File: config.mk
export PLATFORM = sky130hd
export DESIGN_NAME = afe_phase_scheduler
export DESIGN_NICKNAME = d
export VERILOG_FILES = /design/src/rtl/afe_phase_scheduler.sv
export SDC_FILE = /design/constraint.sdc
export NUM_CORES = 1
export LEC_CHECK = 0
export ABC_CLOCK_PERIOD_IN_PS = 5800
export BUFFER_PORTS_ARGS = -buffer_cell sky130_fd_sc_hd__clkbuf_2
export CORE_AREA = 2 2 93 113
export CTS_BUF_LIST = sky130_fd_sc_hd__clkbuf_2 sky130_fd_sc_hd__clkbuf_4 sky130_fd_sc_hd__clkbuf_8
export DETAILED_ROUTE_END_ITERATION = 8
export DIE_AREA = 0 0 95 115
export GPL_TIMING_DRIVEN = 0
export HOLD_SLACK_MARGIN = 0.1
export PLACE_DENSITY = 0.56
export SETUP_SLACK_MARGIN = 0.1
export SYNTH_ARGS = -nofsm -noshare
export SYNTH_HDL_FRONTEND = slang
export SYNTH_SLANG_ARGS = --single-unit
File: constraint.sdc
create_clock -name CLK -period 5.8 [get_ports CLK]
set_input_delay 1.16 -clock CLK [delete_from_list [all_inputs] [get_ports CLK]]
set_output_delay 1.16 -clock CLK [all_outputs]
set_load 0.005 [all_outputs]
File: src/rtl/afe_phase_scheduler.sv
// Frame sequencer for the shared optical front end: RED, IR and optional dark phases,
// each applying its AFE settings, settling, then averaging 2^AVG_LOG2 ADC samples.
module afe_phase_scheduler #(
    parameter int SETTLE_CYC = 3,
    parameter int AVG_LOG2   = 2,
    parameter int DARK_EN    = 1
) (
    input  logic       CLK,
    input  logic       rst,
    input  logic       enable,
    input  logic [6:0] red_dc_comp,
    input  logic [3:0] red_pga,
    input  logic [6:0] ir_dc_comp,
    input  logic [3:0] ir_pga,
    input  logic [7:0] ADC,
    output logic       LED_RED,
    output logic       LED_IR,
    output logic [6:0] DC_Comp,
    output logic [3:0] PGA_Gain,
    output logic [7:0] RED_ADC_Value,
    output logic [7:0] IR_ADC_Value,
    output logic [7:0] DARK_ADC_Value,
    output logic       red_valid,
    output logic       ir_valid,
    output logic       dark_valid,
    output logic       frame_done,
    output logic       busy
);

    localparam int         ACC_W       = 8 + AVG_LOG2;
    localparam logic [4:0] SETTLE_LAST = 5'(SETTLE_CYC - 1);
    localparam logic [4:0] SAMPLE_LAST = 5'((1 << AVG_LOG2) - 1);

    typedef enum logic [2:0] {
        IDLE,
        RED_SETTLE,
        RED_SAMPLE,
        IR_SETTLE,
        IR_SAMPLE,
        DARK_SETTLE,
        DARK_SAMPLE
    } state_t;

    state_t             state_q;
    logic [4:0]         cnt_q;
    logic [ACC_W-1:0]   acc_q;
    logic [6:0]         red_dc_q, ir_dc_q;
    logic [3:0]         red_pga_q, ir_pga_q;
    logic               led_red_q, led_ir_q;
    logic [6:0]         dc_q;
    logic [3:0]         pga_q;
    logic [7:0]         red_val_q, ir_val_q, dark_val_q;
    logic               red_valid_q, ir_valid_q, dark_valid_q, frame_done_q, busy_q;

    logic               is_settle, is_sample, settle_done, last_sample;
    logic               frame_end, start_frame;
    logic [ACC_W-1:0]   acc_sum;
    logic [7:0]         avg;

    always_comb begin
        is_settle   = (state_q == RED_SETTLE) || (state_q == IR_SETTLE) || (state_q == DARK_SETTLE);
        is_sample   = (state_q == RED_SAMPLE) || (state_q == IR_SAMPLE) || (state_q == DARK_SAMPLE);
        settle_done = is_settle && (cnt_q == SETTLE_LAST);
        last_sample = is_sample && (cnt_q == SAMPLE_LAST);
        acc_sum     = acc_q + ACC_W'(ADC);
        avg         = 8'(acc_sum >> AVG_LOG2);
        frame_end   = last_sample &&
                      ((state_q == DARK_SAMPLE) || ((state_q == IR_SAMPLE) && (DARK_EN == 0)));
        start_frame = enable && ((state_q == IDLE) || frame_end);
    end

    always_ff @(posedge CLK) begin
        if (rst) begin
            state_q      <= IDLE;
            cnt_q        <= '0;
            acc_q        <= '0;
            red_dc_q     <= '0;
            ir_dc_q      <= '0;
            red_pga_q    <= '0;
            ir_pga_q     <= '0;
            led_red_q    <= 1'b0;
            led_ir_q     <= 1'b0;
            dc_q         <= '0;
            pga_q        <= '0;
            red_val_q    <= '0;
            ir_val_q     <= '0;
            dark_val_q   <= '0;
            red_valid_q  <= 1'b0;
            ir_valid_q   <= 1'b0;
            dark_valid_q <= 1'b0;
            frame_done_q <= 1'b0;
            busy_q       <= 1'b0;
        end else begin
            red_valid_q  <= 1'b0;
            ir_valid_q   <= 1'b0;
            dark_valid_q <= 1'b0;
            frame_done_q <= 1'b0;

            if (is_settle) begin
                if (settle_done) begin
                    cnt_q <= '0;
                    case (state_q)
                        RED_SETTLE: state_q <= RED_SAMPLE;
                        IR_SETTLE:  state_q <= IR_SAMPLE;
                        default:    state_q <= DARK_SAMPLE;
                    endcase
                end else begin
                    cnt_q <= cnt_q + 5'd1;
                end
            end

            if (is_sample) begin
                if (!last_sample) begin
                    acc_q <= acc_sum;
                    cnt_q <= cnt_q + 5'd1;
                end else begin
                    acc_q <= '0;
                    cnt_q <= '0;
                    case (state_q)
                        RED_SAMPLE: begin
                            red_val_q   <= avg;
                            red_valid_q <= 1'b1;
                            state_q     <= IR_SETTLE;
                            led_red_q   <= 1'b0;
                            led_ir_q    <= 1'b1;
                            dc_q        <= ir_dc_q;
                            pga_q       <= ir_pga_q;
                        end
                        IR_SAMPLE: begin
                            ir_val_q   <= avg;
                            ir_valid_q <= 1'b1;
                            led_red_q  <= 1'b0;
                            led_ir_q   <= 1'b0;
                            if (DARK_EN != 0) begin
                                // Dark phase keeps the IR front-end settings, LEDs off.
                                state_q <= DARK_SETTLE;
                            end else begin
                                frame_done_q <= 1'b1;
                                state_q      <= IDLE;
                                busy_q       <= 1'b0;
                                dc_q         <= '0;
                                pga_q        <= '0;
                            end
                        end
                        default: begin
                            dark_val_q   <= avg;
                            dark_valid_q <= 1'b1;
                            frame_done_q <= 1'b1;
                            state_q      <= IDLE;
                            busy_q       <= 1'b0;
                            led_red_q    <= 1'b0;
                            led_ir_q     <= 1'b0;
                            dc_q         <= '0;
                            pga_q        <= '0;
                        end
                    endcase
                end
            end

            // A new frame overrides the frame-end return to IDLE for back-to-back operation.
            if (start_frame) begin
                state_q   <= RED_SETTLE;
                busy_q    <= 1'b1;
                cnt_q     <= '0;
                acc_q     <= '0;
                red_dc_q  <= red_dc_comp;
                red_pga_q <= red_pga;
                ir_dc_q   <= ir_dc_comp;
                ir_pga_q  <= ir_pga;
                led_red_q <= 1'b1;
                led_ir_q  <= 1'b0;
                dc_q      <= red_dc_comp;
                pga_q     <= red_pga;
            end
        end
    end

    assign LED_RED        = led_red_q;
    assign LED_IR         = led_ir_q;
    assign DC_Comp        = dc_q;
    assign PGA_Gain       = pga_q;
    assign RED_ADC_Value  = red_val_q;
    assign IR_ADC_Value   = ir_val_q;
    assign DARK_ADC_Value = dark_val_q;
    assign red_valid      = red_valid_q;
    assign ir_valid       = ir_valid_q;
    assign dark_valid     = dark_valid_q;
    assign frame_done     = frame_done_q;
    assign busy           = busy_q;

endmodule

## After elaboration in Yosys (flattened, before gate mapping)

Cells that the tools add are included.
Widths: inputs -> output; s select.

- Add/subtract/negate cells: 2
- $mul: 0
- Div/mod/pow operators: 0
- $lt $le $gt $ge: 0
- Equal/unequal tests: 10
- Shifts and indexed selects: 0
- Multiplexer cells: 30
- Bitwise gates (word level): 3
- Reductions and logical operators: 23

Operators with widths:

| cell | number |
|---|---|
| $mux 7 | 3 |
| $mux 5 | 4 |
| $reduce_and 3->1 | 5 |
| $pmux 7 s2 | 1 |
| $mux 3 | 4 |
| $mux 4 | 3 |
| $pmux 3 s2 | 2 |
| $mux 1 | 11 |
| $add 10x8->10 | 1 |
| $eq 5x2->1 const B | 2 |
| $mux 10 | 1 |
| $eq 3x3->1 const B | 3 |
| $pmux 4 s2 | 1 |
| $eq 3x2->1 const B | 2 |
| $reduce_bool 2->1 | 3 |
| $add 5x1->5 const B | 1 |
| $logic_or 1x1->1 | 5 |
| $logic_and 1x1->1 | 4 |
| $reduce_and 2->1 | 2 |
| $reduce_or 2->1 | 2 |
| $eq 3x1->1 const B | 1 |
| $logic_not 3->1 | 1 |
| $not 1->1 | 3 |
| $reduce_or 3->1 | 1 |
| 2 further kinds | 2 |

- Register bits: 70
- Bits in latches: 0
- Memory bits (writable): 0
- ROM bits: 0
- Input port bits: 33
- Output and inout bits: 42
- Logic and storage cells: 85
- Memories: 0

## Logic depth before layout (Yosys ltp)

- Depth in word-level cells: 9
- Gate-level depth with buffers: 8
- Depth with buffers taken out: 8

## Worst setup path after synthesis

No wires, ideal clock.

- Kind: input port to flip-flop
- Start point: in ADC[0]
- End point: reg dark_val_q[6], in the netlist DARK_ADC_Value[6]
- Setup time: 87 ps
- Arrival time: 2631 ps
- Required time: 5713 ps
- Slack: 3082 ps
- Cell stages on the path: 8
- Path buffers: 0
- Cells stage by stage: ha_1 -> inv_1 -> fa_1 -> nor2b_1 -> o31a_1 -> mux2i_1 -> a221o_1 -> o31ai_1

- Longest elaborated chain between the ends: 1

Ends and longest elaborated chain:

| item | RTL line | RTL |
|---|---|---|
| from (decl) | 15 | `input logic [7:0] ADC,` |
| $add 10x8->10 | 65 | `acc_sum = acc_q + ACC_W'(ADC);` |
| to (signal assigned) | 146 | `dark_val_q <= avg;` |
| to (decl) | 52 | `logic [7:0] red_val_q, ir_val_q, dark_val_q;` |

Every way passes these cells.
A chain may end at the register's enable or synchronous reset.

## Worst setup path in the final report

- Start point: in ADC[5]
- End point: reg acc_q[7]

- Longest elaborated chain between the ends: 2

Ends and longest elaborated chain:

| item | RTL line | RTL |
|---|---|---|
| $add 10x8->10 | 65 |  |
| $mux 10 | 113 | `if (!last_sample) begin` |
| to (signal assigned) | 114 | `acc_q <= acc_sum;` |
| to (decl) | 46 | `logic [ACC_W-1:0] acc_q;` |

Every way passes these cells.

==> results.md <==
* Outcome: finished clean
* Placed cell areas at 3860 um^2
* Synth warn at 0
* WP data arrival at 3.10 ns
* Fill cells at 1020
* Gr ovfl total at 0
* Root Driver: clkbuf_8
* Vias in the first global route at 2904
* Cells after Synth at 385
* Initial detailed-routing violation count at 131
* Inserted Diodes at 0
* Gr usage total at 16.9%
* Io pins at 75
* Top_reg_cell synth: dfxtp_1
* Post-DP HPWL at 6600 um
* Setup crit end kind: register
* Seq/Total Area, Yosys at 41.9%
* First-pass GRT wire length at 14300 um
* Synth top area cells: dfxtp_1 (42%), a21oi_1 (6.1%), a22oi_1 (5.6%)
* Setup Skew at 0.0140 ns
* Comb pwr share at 9.6%
* P_int at 0.743 mW
* Port Buffer Count at 73
* Antenna violations before repair at 0
* Die width at 95 um
* Clock sink count at 70
* Worst R2R End: acc_q[7]
* Number of max-slew violations in the final report at 0
* Starting Density at 33.9%
* RSZ-0062 raised after global routing: false
* Via/cell ratio at 5.14
* RD Place Congestion at 0.843
* Critical path type: input pin to register
* Multi-input logic area at 1780 um^2
* CTS buffer count at 9
* CTS-repair resized insts at 0
* Power Total at 0.997 mW
* Most frequent cell after synthesis: dfxtp_1
* Period utilization at 50.0%
* Clock H-tree levels at 3
* Hold path depth at 2
* DRC at 0
* Flop pwr share at 50.4%
* Worst-skew pair later-pin latency at 0.35 ns
* CTS tree: built
* Synth top cells by count: dfxtp_1 (70), a21oi_1 (41), nand2_1 (40)
* Fin area at 4060 um^2
* Post-synth top area cell: dfxtp_1
* Wirelength, routed at 8890 um
* Synth-to-Final Area Change at 21.6%
* Min-delay worst type: register to register
* Worst reg-to-reg path cell count at 7
* Ys async rst share at 0%
* Core ar. at 9860 um^2
* #FFs+latches synth at 70
* Setup Buffers After CTS at 0
* P_leak at 1.64 nW
* Avg Inst Size Synth at 8.68 um^2
* Total die area at 10900 um^2
* Setup TNS at 0 ns
* Final Non-Filler Cells at 599
* Dpl cells at 584
* P_sw at 0.253 mW
* Hold Crit Start: IR_ADC_Value[1]
* Synth unique cells at 53
* Number of synthesized flops with an enable pin at 0
* Maximum clock insertion buffer count at 2
* ANT nets after route at 0
* CP startpoint kind: input pin
* Largest net degree at the start of global routing at 13
* Pre-antenna DRT Iters at 4
* Syn nets at 429
* R2r setup slk at 3.42 ns
* Row cnt at 40
* Final core occ at 41.2%
* Synthesized area at 3340 um^2
* Fin crit period at 2.90 ns
* Yosys top cell area share at 41.9%
* Final setup viols at 0
* Slew headroom at 32.5%
* Crit path max fanout at 10
* Layout cell share with drive strength beyond 1 at 23.9%
* Final Hold Fails at 0
* Sw frac at 25.4%
* Wire per inst at 14.8 um
* P per Cell Area at 245 nW/um^2
* Storage cell area at 1400 um^2
* Max frequency at 345 MHz
* Max cap viols at 0
* Hold Crit Endpoint: IR_ADC_Value[1]
* Die height at 115 um
* Clk pwr share at 39.9%
* Worst Path Required at 5.99 ns
* Peak supply drop at 0.109 mV
* Fin nets at 513
* Worst-path clk slew at 0.07 ns
* Hold buffers post-CTS at 0
* Vias at 3081
* Least-Margin Pin Slew at 1.01 ns
* Reg2reg start: acc_q[5]
-- stage by stage --
| stage | worst slack, ns | hold slack (ns) |
|---|---|---|
| 3_5_place_dp | 2.54 | 0.448 |
| 5_1_grt | 2.66 | 0.472 |
| 3_3_place_gp | 2.57 | 0.443 |
| 2_1_floorplan | 3.08 | 0.436 |
| 6_report | 2.90 | 0.457 |
| 4_1_cts | 2.92 | 0.459 |
-- registers in the layout, indices dropped and copies added, names as in the netlist --
| name | flops |
|---|---|
| DARK_ADC_Value | 8 |
| state_q | 3 |
| RED_ADC_Value | 8 |
| ir_dc_q | 7 |
| busy | 1 |
| red_valid | 1 |
| LED_IR | 1 |
| frame_done | 1 |
| IR_ADC_Value | 8 |
| cnt_q | 5 |
| PGA_Gain | 4 |
| LED_RED | 1 |
| ir_pga_q | 4 |
| ir_valid | 1 |
| acc_q | 10 |
| DC_Comp | 7 |
-- worst max path at each step --
stage                     startpoint                end  cells past startpoint
after floorplan               ADC[0]  DARK_ADC_Value[6]                      8
after global placement        ADC[5]           acc_q[7]                      8
after detailed placement      ADC[5]           acc_q[7]                      8
after CTS                     ADC[5]           acc_q[7]                      8
after global routing          ADC[5]           acc_q[7]                      8
final                         ADC[5]           acc_q[7]                      8
-- kinds of logic after synthesis --
logic type	synth area share (%)
xor gates and xnor gates	1.57
buffers and inverters	4.64
and+or+nand+nor	22.5
muxes	3.60
DFF	41.9
AOI/OAI and AO/OA	21.4
adders and majority gates	4.34
-- critical path, stage by stage --
cell      delay (ns)
clkbuf_2        0.08
ha_1            0.15
clkbuf_1        0.31
o21ai_0         0.20
nand3b_1        0.12
nand3_1         0.07
a311oi_1        0.82
o22ai_1         0.19
-- cell usage in the layout, fill, tap and decap left out, types with 3 or more instances in the layout --
master	instances
clkbuf_1	19
nand3b_1	9
or2_0	4
clkbuf_8	10
nand4_1	4
clkbuf_2	74
o31ai_1	5
inv_1	4
a311oi_1	3
buf_6	3
a21o_1	4
xnor2_1	3
nand3_1	12
nor3_1	7
nand2_1	40
xor2_1	3
o21ai_0	10
a21oi_1	41
nor2b_1	6
mux2i_1	12
ha_1	10
buf_2	3
and3_1	3
nor2_1	36
a211oi_1	3
dfxtp_1	70
a22oi_1	25
or2_2	8
nand2b_1	3
or3_1	3
-- power by group through the flow --
stage / Combinational, mW / Clock, mW / Sequential (mW)
floorplan: 0.0600 / 0 / 0.512
global placement: 0.0951 / 0 / 0.514
detailed placement: 0.0964 / 0 / 0.514
CTS: 0.0969 / 0.414 / 0.502
global route: 0.107 / 0.433 / 0.504
finish: 0.0961 / 0.398 / 0.502
-- layer usage --
| metal | up-vias | part of all wire [%] | track usage [%] | routed length [um] |
|---|---|---|---|---|
| li1 | 1550 | - | - | - |
| met1 | 1436 | 46 | 20.8 | 4080 |
| met2 | 78 | 45 | 27.1 | 4030 |
| met3 | 17 | 5.4 | 4.65 | 479 |
| met4 | 0 | 3.4 | 8.50 | 306 |
| met5 | - | 0 | 0 | 0 |
-- final cells by class --
| type | count | share of cell area, % |
|---|---|---|
| plain buffers | 28 | 3.45 |
| multi-input cells | 283 | 43.9 |
| inverters | 4 | 0.370 |
| repair buffers | 73 | 9.00 |
| clock inverters | 5 | 1.48 |
| clock buffers | 10 | 3.39 |
| well taps | 126 | 3.88 |
| flip-flops and latches | 70 | 34.5 |
Power figures use the tool's default switching activity.
